### config.mk
export PLATFORM = sky130hd
export DESIGN_NAME = zebra_frame_writer
export DESIGN_NICKNAME = d
export VERILOG_FILES = /design/src/rtl/zebra_frame_writer.sv
export SDC_FILE = /design/constraint.sdc
export NUM_CORES = 1
export LEC_CHECK = 0
export CORE_MARGIN = 5
export CORE_UTILIZATION = 56
export DETAILED_ROUTE_END_ITERATION = 8
export PLACE_DENSITY = 0.85
export SLEW_MARGIN = 40
export SYNTH_ARGS = -nofsm -noshare
export SYNTH_HDL_FRONTEND = slang
export SYNTH_SLANG_ARGS = --single-unit
### constraint.sdc
create_clock -name clk -period 2.9 [get_ports clk]
set_input_delay 0.87 -clock clk [delete_from_list [all_inputs] [get_ports clk]]
set_output_delay 0.87 -clock clk [all_outputs]
set_load 0.03 [all_outputs]
### src/rtl/zebra_frame_writer.sv
// Thresholds a raster luma stream into 2-bit black/white codes and writes one frame to BRAM, then holds until the detector is done.
// Write appears one cycle after each accepted pixel; pix_ready drops from the LAST write until detection_valid releases the frame.
module zebra_frame_writer #(
  parameter  int IMG_WIDTH  = 640,
  parameter  int IMG_HEIGHT = 480,
  parameter  int THRESHOLD  = 128,
  localparam int ADDR_W     = $clog2(IMG_WIDTH*IMG_HEIGHT),
  localparam int LAST       = IMG_WIDTH*IMG_HEIGHT-1
) (
  input  logic              clk,
  input  logic              rst,
  input  logic              pix_valid,
  input  logic [7:0]        pix_data,
  input  logic              pix_sof,
  output logic              pix_ready,
  output logic              bram_we,
  output logic [ADDR_W-1:0] bram_waddr,
  output logic [1:0]        bram_wdata,
  output logic              valid_to_read,
  input  logic              detection_valid,
  output logic              frame_error,
  output logic [7:0]        frame_count
);

  typedef enum logic [1:0] {IDLE, WRITE, FLUSH, WAIT_DET} state_t;

  localparam logic [ADDR_W-1:0] LAST_A = ADDR_W'(LAST);
  localparam logic [ADDR_W-1:0] ONE_A  = ADDR_W'(1);
  localparam logic [7:0]        THR    = 8'(THRESHOLD);

  state_t            state;
  logic [ADDR_W-1:0] addr;
  logic              xfer;
  logic [1:0]        code;

  assign pix_ready = (state == IDLE) || (state == WRITE);
  assign xfer      = pix_valid && pix_ready;
  assign code      = (pix_data >= THR) ? 2'b01 : 2'b00;

  always_ff @(posedge clk or posedge rst) begin
    if (rst) begin
      state         <= IDLE;
      addr          <= '0;
      bram_we       <= 1'b0;
      bram_waddr    <= '0;
      bram_wdata    <= 2'b00;
      valid_to_read <= 1'b0;
      frame_error   <= 1'b0;
      frame_count   <= 8'd0;
    end else begin
      bram_we     <= 1'b0;
      frame_error <= 1'b0;
      case (state)
        IDLE: begin
          if (xfer && pix_sof) begin
            bram_we    <= 1'b1;
            bram_waddr <= '0;
            bram_wdata <= code;
            addr       <= ONE_A;
            state      <= WRITE;
          end
        end
        WRITE: begin
          if (xfer) begin
            bram_we    <= 1'b1;
            bram_wdata <= code;
            if (pix_sof) begin
              // early start of frame: restart at pixel 0, even on the LAST slot
              bram_waddr  <= '0;
              addr        <= ONE_A;
              frame_error <= 1'b1;
            end else begin
              bram_waddr <= addr;
              if (addr == LAST_A) begin
                addr  <= '0;
                state <= FLUSH;
              end else begin
                addr <= addr + ONE_A;
              end
            end
          end
        end
        FLUSH: begin
          state         <= WAIT_DET;
          valid_to_read <= 1'b1;
          frame_count   <= frame_count + 8'd1;
        end
        WAIT_DET: begin
          if (detection_valid) begin
            state         <= IDLE;
            valid_to_read <= 1'b0;
          end
        end
        default: state <= IDLE;
      endcase
    end
  end

endmodule

==> impl_metrics.tcl <==
set metrics [dict create \
    synth_edf_count 0 \
    reg2regPathDepth 6 \
    crit_path_top_delay_cell "dfrtp_1" \
    final-seq-area_um2 1301 \
    multiInputGateArea_um2 1095 \
    relSlewSlack_pct 65.11 \
    placed_cells 304 \
    critPathKind "flip-flop to primary output" \
    synth_top_area_share_pct 52.29 \
    synth_common_cells "52 x dfrtp_1, 20 x a22o_1, 14 x nand2_1" \
    worstSetupStartpointType "flip-flop" \
    routedWlPerCell_um 16.40 \
    start_util_pct 57.55 \
    n_antenna_cell 0 \
    grt_pass1_wl_um 8894 \
    viasPerCell 5.952 \
    synth.distinct_cells 43 \
    cp_max_fo 7 \
    critical_path_arrival_ps 1620 \
    drive_gt1_share_pct 10.77 \
    ant_nets 0 \
    hold_viol 0 \
    place.gp.congestion 0.8501 \
    cts_tree "done" \
    ys_top_cells_by_area "dfrtp_1 52%, a22o_1 7.0%, ha_1 3.5%, xor2_1 3.2%, a22oi_1 2.4%" \
    vias 1857 \
    rsz0062_at_grt "no" \
    cts-root-buf "clkbuf_8" \
    num-nets-final 279 \
    clock_skew_ps 5.864 \
    synth_top_area_cell "dfrtp_1" \
    worst_slack_ps 409.5 \
    syn-num-nets 243 \
    async_flop_share_pct 100.0 \
    io_buffers 37 \
    tightest_slew_ps 522.6 \
    rows 24 \
    pre_cts_ws_ps 308.5 \
    first_pass_iters 4 \
    end_kind "primary output" \
    synth_flop_cell "dfrtp_1" \
    min_to "frame_count[7]" \
    synth_seq_cells 52 \
    syn_avg_cell_area_um2 11.16 \
    drtIter0Drc 116 \
    p_leak_nw 1.357 \
    fp.dieW_um 76.67 \
    cts_num_sinks 52 \
    cts_max_level 2 \
    fin_setup_tns_ps 0 \
    netlist_area_um2 2489 \
    holdPathStages 1 \
    grt_pass1_vias 1749 \
    grt_max_degree 26 \
    p_per_area_nw_per_um2 464.6 \
    grt-ovfl-total 0 \
    status "complete, no violations" \
    io_pins 46 \
    clk_pin_slew_ps 90 \
    post-route-period-util_pct 85.88 \
    clock.fmax_ghz 0.4015 \
    path_cells "inv_1 > ha_1 > or2_2 > dlymetal6s2s_1" \
    clkLatencyLatePin_ps 310 \
    yosysWarningCount 0 \
    worstReg2RegStart "state[1]" \
    min_period_ps 2490 \
    max_stage_delay_ps 410 \
    cts_setup_buffers 0 \
    dp.final_hpwl_um 3710 \
    setup_viol 0 \
    hold_path.class "flip-flop to flip-flop" \
    stdcell_count 312 \
    rrSetupSlack_ps 850 \
    fp.dieH_um 76.67 \
    drcViolationCount 0 \
    area_delta_synth_final_pct 21.37 \
    cts_made_buffers 5 \
    drv_cap 0 \
    drt-total-wl_um 5117 \
    netlist_instances 223 \
    core_area_um2 4324 \
    fill_cells 338 \
    maxSlewViolCount 0 \
    grt_use_total_pct 18.46 \
    ir_drop_v 0.0001745 \
    yosysMostFrequentCell "dfrtp_1" \
    antenna_found_initial 0 \
    timing.rr.end "addr[15]" \
    hp-start "frame_count[7]" \
    dieArea_um2 5878 \
    cts_buffer_depth 2 \
    yosysSeqAreaShare_pct 52.29 \
    cp.required_ps 2030 \
]
## through the flow
stage / utilization (%) / total power [W] / instance area [µm²] / hold slack (ps)
finish: 69.85 / 0.001403 / 3020 / 465.6
global route: 69.85 / 0.001468 / 3020 / 497.3
CTS: 69.73 / 0.001412 / 3015 / 472.3
floorplan: - / 0.0008682 / 2489 / 500.3
detailed placement: 67.16 / 0.0009264 / 2904 / 456.0
global placement: 67.16 / 0.0009204 / 2904 / 456.2
## how the worst max path moves through the flow
stage	from	endpoint	cells after the start
floorplan	rst	addr[0]	1
global placement	pix_valid	addr[10]	5
detailed placement	pix_valid	addr[10]	5
CTS	state[0]	pix_ready	4
global route	state[1]	pix_ready	4
finish	state[1]	pix_ready	4
## worst max-delay path: cells and delay by family, from the launching register on
kind | cells | cell delay [ps]
adder cells (fa/ha/maj) | 1 | 260
buffers and inverters | 2 | 340
flip-flops | 1 | 410
AND/OR/NAND/NOR | 1 | 310
## kinds of logic after synthesis
logic type               share of synthesized area (%)
AO/OA/AOI/OAI                                    16.54
other                                           0.1507
multiplexers                                     2.313
AND/OR/NAND/NOR                                  16.59
XOR/XNOR                                         4.575
buffers and inverters                            4.022
adder cells (fa/ha/maj)                          3.519
flip-flops                                       52.29
## cell type report
| class | count | area share [%] |
|---|---|---|
| Sequential cell | 52 | 43.08 |
| Clock inverter | 3 | 1.408 |
| Multi-Input combinational cell | 151 | 36.25 |
| Clock buffer | 5 | 2.278 |
| Tap cell | 52 | 2.154 |
| Timing Repair Buffer | 45 | 14.33 |
| Inverter | 4 | 0.4971 |
## what timing repair did
item | in CTS | in global routing
resized for setup | 0 | 2
hold buffers | 0 | 0
setup endpoints to repair | 0 | 1
## sequential cells by signal, indices dropped and copies added (netlist names)
register	cells
bram_we	1
state	2
valid_to_read	1
addr	19
frame_count	8
frame_error	1
bram_waddr	19
bram_wdata	1
## power by group
part           switching (W)  internal [W]
Combinational      0.0000835     0.0000568
Sequential         0.0000245      0.000746
Clock               0.000237      0.000255
## per-layer routing
layer | part of all wire [%] | up-vias | global-route usage, %
li1 | - | 897 | -
met1 | 45 | 904 | 26.31
met2 | 48 | 49 | 28.78
met3 | 5.2 | 7 | 3.162
met4 | 1.4 | 0 | 5.769
met5 | 0 | - | 0
## placed cells by master, fill, tap and decap left out, types with 2 or more instances in the layout
cell type        netlist  layout
dfrtp_1               52      52
mux2i_1                2       2
a22oi_1                8       8
nor2b_1                2       2
nor2_1                 5       5
buf_4                  3       8
o21ai_0                6       6
clkdlybuf4s50_1        0      36
clkbuf_8               0       5
and3_1                 5       5
a21oi_1               11      11
and4_1                 4       4
nand3_1                8       8
inv_1                  4       3
a31o_2                 2       2
xor2_1                 9       9
o31ai_1                3       3
a22o_1                20      20
or3_1                  6       6
or4_1                  3       3
and2_1                 3       3
ha_1                   7       6
xnor2_1                4       4
nand2_1               14      14
nor3_1                 3       2
mux2_2                 2       2
nand4_1                9       9
Power figures use the tool's default switching activity.
